--- src/rtl/sd_sector_responder_pkg.sv ---
// sd_sector_responder_pkg: shared FSM states and sector constants for the SD sector responder.
package sd_sector_responder_pkg;

    typedef enum logic [3:0] {
        IDLE,
        ACK_WAIT,
        RD_REQ,
        RD_WAIT,
        RD_PUT,
        WR_ADDR,
        WR_REQ,
        WR_WAIT,
        DONE
    } state_t;

    localparam int SECTOR_WORDS  = 256;
    localparam int ACK_DELAY_MAX = 15;

endpackage

--- src/rtl/sd_sector_responder.sv ---
// sd_sector_responder: serves 256-word sector reads/writes from an SD-style initiator
// against a word-addressed image memory with handshaked (mem_rdy) completion.
module sd_sector_responder
    import sd_sector_responder_pkg::*;
#(
    parameter int LBA_BITS  = 4,
    parameter int ACK_DELAY = 2
) (
    input  logic                clk_sys,
    input  logic                reset_n,
    input  logic [31:0]         sd_lba,
    input  logic                sd_rd,
    input  logic                sd_wr,
    output logic                sd_ack,
    output logic [7:0]          sd_buff_addr,
    output logic [15:0]         sd_buff_dout,
    output logic                sd_buff_wr,
    input  logic [15:0]         sd_buff_din,
    output logic [LBA_BITS+7:0] mem_addr,
    output logic                mem_rd,
    output logic                mem_wr,
    output logic [15:0]         mem_din,
    input  logic [15:0]         mem_dout,
    input  logic                mem_rdy,
    output logic                lba_err
);

    localparam int ACK_DLY = (ACK_DELAY > ACK_DELAY_MAX) ? ACK_DELAY_MAX : ACK_DELAY;

    state_t                state_q;
    logic [LBA_BITS-1:0]   lba_q;
    logic                  rd_q;
    logic                  oor_q;
    logic                  armed_q;
    logic [3:0]            cnt_q;
    logic [8:0]            word_q;
    logic                  sd_ack_q;
    logic [7:0]            sd_buff_addr_q;
    logic [15:0]           sd_buff_dout_q;
    logic                  sd_buff_wr_q;
    logic [LBA_BITS+7:0]   mem_addr_q;
    logic                  mem_rd_q;
    logic                  mem_wr_q;
    logic [15:0]           mem_din_q;
    logic                  lba_err_q;

    logic req;
    logic oor;
    logic last;
    logic ack_go;

    assign req    = sd_rd | sd_wr;
    assign oor    = (sd_lba >> LBA_BITS) != 32'd0;
    assign last   = word_q == 9'(SECTOR_WORDS - 1);
    assign ack_go = ({1'b0, cnt_q} + 5'd1) >= 5'(ACK_DLY);

    // Pulse outputs default low each cycle; states that need them re-assert.
    always_ff @(posedge clk_sys or negedge reset_n) begin
        if (!reset_n) begin
            state_q        <= IDLE;
            lba_q          <= '0;
            rd_q           <= 1'b0;
            oor_q          <= 1'b0;
            armed_q        <= 1'b0;
            cnt_q          <= '0;
            word_q         <= '0;
            sd_ack_q       <= 1'b0;
            sd_buff_addr_q <= '0;
            sd_buff_dout_q <= '0;
            sd_buff_wr_q   <= 1'b0;
            mem_addr_q     <= '0;
            mem_rd_q       <= 1'b0;
            mem_wr_q       <= 1'b0;
            mem_din_q      <= '0;
            lba_err_q      <= 1'b0;
        end else begin
            sd_buff_wr_q <= 1'b0;
            mem_rd_q     <= 1'b0;
            mem_wr_q     <= 1'b0;
            if (!req) armed_q <= 1'b1;
            case (state_q)
                IDLE: if (req && armed_q) begin
                    armed_q   <= 1'b0;
                    lba_q     <= sd_lba[LBA_BITS-1:0];
                    rd_q      <= sd_rd;
                    oor_q     <= oor;
                    lba_err_q <= oor;
                    cnt_q     <= '0;
                    state_q   <= ACK_WAIT;
                end
                ACK_WAIT: if (ack_go) begin
                    sd_ack_q       <= 1'b1;
                    word_q         <= '0;
                    cnt_q          <= '0;
                    sd_buff_addr_q <= '0;
                    state_q        <= rd_q ? RD_REQ : WR_ADDR;
                end else begin
                    cnt_q <= cnt_q + 4'd1;
                end
                RD_REQ: begin
                    mem_rd_q   <= !oor_q;
                    mem_addr_q <= {lba_q, word_q[7:0]};
                    state_q    <= RD_WAIT;
                end
                RD_WAIT: if (oor_q || mem_rdy) begin
                    sd_buff_dout_q <= oor_q ? 16'h0000 : mem_dout;
                    state_q        <= RD_PUT;
                end
                RD_PUT: begin
                    sd_buff_wr_q   <= 1'b1;
                    sd_buff_addr_q <= word_q[7:0];
                    word_q         <= word_q + 9'd1;
                    state_q        <= last ? DONE : RD_REQ;
                end
                // The initiator's buffer RAM is registered, so its data lags the address by one cycle.
                WR_ADDR: state_q <= WR_REQ;
                WR_REQ: begin
                    mem_din_q  <= sd_buff_din;
                    mem_wr_q   <= !oor_q;
                    mem_addr_q <= {lba_q, word_q[7:0]};
                    state_q    <= WR_WAIT;
                end
                WR_WAIT: if (oor_q || mem_rdy) begin
                    word_q <= word_q + 9'd1;
                    if (last) begin
                        state_q <= DONE;
                    end else begin
                        sd_buff_addr_q <= word_q[7:0] + 8'd1;
                        state_q        <= WR_ADDR;
                    end
                end
                DONE: begin
                    sd_ack_q       <= 1'b0;
                    sd_buff_addr_q <= '0;
                    word_q         <= '0;
                    state_q        <= IDLE;
                end
                default: state_q <= IDLE;
            endcase
        end
    end

    assign sd_ack       = sd_ack_q;
    assign sd_buff_addr = sd_buff_addr_q;
    assign sd_buff_dout = sd_buff_dout_q;
    assign sd_buff_wr   = sd_buff_wr_q;
    assign mem_addr     = mem_addr_q;
    assign mem_rd       = mem_rd_q;
    assign mem_wr       = mem_wr_q;
    assign mem_din      = mem_din_q;
    assign lba_err      = lba_err_q;

endmodule

--- config.mk ---
export PLATFORM = sky130hd
export DESIGN_NAME = sd_sector_responder
export DESIGN_NICKNAME = d
export VERILOG_FILES = /design/src/rtl/sd_sector_responder_pkg.sv /design/src/rtl/sd_sector_responder.sv
export SDC_FILE = /design/constraint.sdc
export NUM_CORES = 1
export LEC_CHECK = 0
export ABC_AREA = 0
export BUFFER_PORTS_ARGS = -buffer_cell sky130_fd_sc_hd__buf_2
export CORE_ASPECT_RATIO = 1.1
export CORE_MARGIN = 2
export CORE_UTILIZATION = 50
export DETAILED_ROUTE_END_ITERATION = 8
export PLACE_DENSITY_LB_ADDON = 0.05
export SLEW_MARGIN = 0
export SYNTH_ARGS = -nofsm -noshare
export SYNTH_HDL_FRONTEND = slang
export SYNTH_SLANG_ARGS = --single-unit
--- constraint.sdc ---
create_clock -name clk_sys -period 3.3 [get_ports clk_sys]
set_input_delay 0.66 -clock clk_sys [delete_from_list [all_inputs] [get_ports clk_sys]]
set_output_delay 0.66 -clock clk_sys [all_outputs]
set_load 0.02 [all_outputs]
==> impl_metrics.toml <==
[status]
status = "completed"

[logic_synthesis]
synth_cell_types = 41
synth_top_area_share_pct = 55.0
synth_warnings = 0
synth_fp_nets = 402
synth_edf_count = 0
synth_area_um2 = 3640
ys.flop_type = "dfrtp_1"
avgSynthCellArea_um2 = 11.1
postSynth.asyncResetShare_pct = 100
synth_top_area_cell = "dfrtp_1"
ys_seq_area_share_pct = 55.0
syn_inst = 329
synth_seq_cells = 80
synth_area_leaders = "dfrtp_1 55%, mux2_2 14%, nand2_1 5.4%, nand3b_1 3.3%, nor2_1 2.2%"

[clock_network]
htree_num_levels = 3
cts_resized = 0
postCtsHoldBufs = 0
root_buffer = "clkbuf_8"
tritoncts = "built"
numCtsBuffers = 9
worstSkewPairLatency_ps = 350
post_cts_buffers = 0
clk_path_buf_depth = 2
cts.sinks = 80
clk_pin_slew_ps = 80

[critical_path]
worstRegToRegCells = 7
timing.rr.end = "sd_buff_addr[3]"
crit_start = "word_q[0]"
path_cells = "ha_1, and3_1, and3_1, and3_1, ha_1, a211oi_4, mux2_2"
crit_cells = 7
critPathMostFrequentCell = "and3_1"
crit_type = "reg2reg"
worst_ep_required_time_ps = 3540
endpoint_kind = "flop"
crit_slowest_cell = "a211oi_4"
slowest_delay_ps = 490
critPathLaunchType = "flop"
arrival_ps = 2820
worst-path-max-fanout = 8
endpoint = "sd_buff_addr[3]"
rr_startpoint = "word_q[0]"
critical_path_buf_inv_count = 0
critPathTopFamily = "simple AND/OR/NAND/NOR gates"
worst-r2r-setup-slack_ps = 710

[finish]
n_antenna_cell = 0
drive_gt1_share_pct = 42.4
syn2layout_area_growth_pct = 24.8
multi_input_area_um2 = 1560
nets = 528
fin_area_um2 = 4540
ff_latch_area_um2 = 2000
final_common_cell = "buf_2"
fillers = 591
final_cell_mix = "124 x buf_2, 80 x dfrtp_1, 52 x nand2_1"

[global_route]
grt_max_degree = 81
grt_pass1_wl_um = 13400
grt_usage_pct = 21.2
grt_overflow = 0
grt_pass1_vias = 2924
antenna_found_initial = 0

[routing]
firstDrtPassIters = 4
viasPerCell = 5.42
remaining_drc_errors = 0
wl_per_cell_um = 14.5
vias = 2953
postRouteAntennaNets = 0
drt_iter0_markers = 136
wirelength_um = 7910

[floorplan]
dieArea_um2 = 7980
pin_count = 126
num_rows = 32
die_w_um = 85.4
core_area_um2 = 7050
fp.dieH_um = 93.5
start_util_pct = 51.7

[sta]
setup_ws_ps = 711
grt_setup_unrepaired = "false"
period_needed_ps = 2590
fin_setup_tns_ps = 0
setup_violations = 0
relSlewSlack_pct = 35.2
hold_violations = 0
finalClockSkew_ps = 14.0
min_period_over_period_pct = 78.5
worst_slew_pin_slew_ps = 972
drv_slew = 0
max_freq_ghz = 0.386

[pwr]
ir_worst_vdd_mv = 0.493
total_power_w = 0.00409
power-per-cell-area_nw_per_um2 = 900
leakagePower_nw = 2.35

[run]
cap_violations = 0

[placed_design]
dpl_cell_area_um2 = 4340
place_worst_setup_slack_ps = 770
hpwl_um = 5600
port_buffers = 125
gp_congestion = 0.862

[min_path]
hp-class = "in2async"
synth_stat cells (2+ instances only):
library cell and number:
and2_1 2, ha_1 4, clkbuf_1 7, mux2_2 44
inv_1 5, a21o_1 2, nor3_1 2, nand4_1 2
nor2_1 21, a21oi_1 14, a22o_1 2, a31oi_1 8
and3_1 8, nand2b_1 4, dfrtp_1 80, o21ai_0 13
nand3b_1 16, buf_2 4, a211oi_1 2, nor4_1 10
o31ai_1 4, nand2_1 52, nand3_1 5
worst register-to-register path, cell delays in order, from the launching register on:
cell      delay, ps
dfrtp_1         460
ha_1            290
and3_1          200
and3_1          210
and3_1          180
ha_1            240
a211oi_4        490
mux2_2          400
registers in the layout, indices dropped and copies added (netlist names), 4 cells and up:
signal	flops
state_q	4
cnt_q	4
mem_addr	12
lba_q	4
mem_din	16
sd_buff_addr	8
word_q	9
sd_buff_dout	16
cells by family after synthesis:
kind of cell	share of synthesized area, %
DFF	55.0
AOI/OAI and AO/OA	9.97
buffers and inverters	2.20
adders and majority gates	1.38
muxes	13.6
and+or+nand+nor	17.8
metal layers:
| metal | global-route usage, % | vias up | wire length, µm |
|---|---|---|---|
| met1 | 27.8 | 1412 | 3550 |
| met3 | 5.03 | 17 | 505 |
| met5 | 0 | - | 0 |
| met4 | 9.79 | 0 | 178 |
| li1 | - | 1429 | - |
| met2 | 33.3 | 95 | 3670 |
metrics by stage:
stage / hold slack (ps) / std cells / util [%]
after floorplan: 364 / 329 / -
after global placement: 444 / 529 / 61.6
after detailed placement: 451 / 529 / 61.6
after CTS: 470 / 545 / 64.4
after global routing: 488 / 545 / 64.4
final: 457 / 545 / 64.4
worst min-delay path by stage:
stage,start,endpoint,slack (ps),cells after the start
floorplan,reset_n,armed_q,360,0
global route,sd_buff_dout[13],sd_buff_dout[13],490,2
detailed placement,sd_buff_dout[9],sd_buff_dout[9],450,2
CTS,sd_buff_dout[9],sd_buff_dout[9],470,2
finish,reset_n,sd_buff_dout[1],460,1
global placement,sd_buff_dout[6],sd_buff_dout[6],440,2
where the power goes:
group	internal (W)	switching [W]	leakage (nW)
Combinational	0.000725	0.00104	1.22
Clock	0.000357	0.000371	0.101
Sequential	0.00133	0.000269	1.03
layout make-up:
class	instances	area share, %
sequential	80	44.1
clock buffer	9	2.73
inverter	6	0.496
clock inverter	7	1.71
timing repair buffer	128	14.3
multi-input combinational	230	34.3
tap	85	2.34
Power figures use the tool's default switching activity.
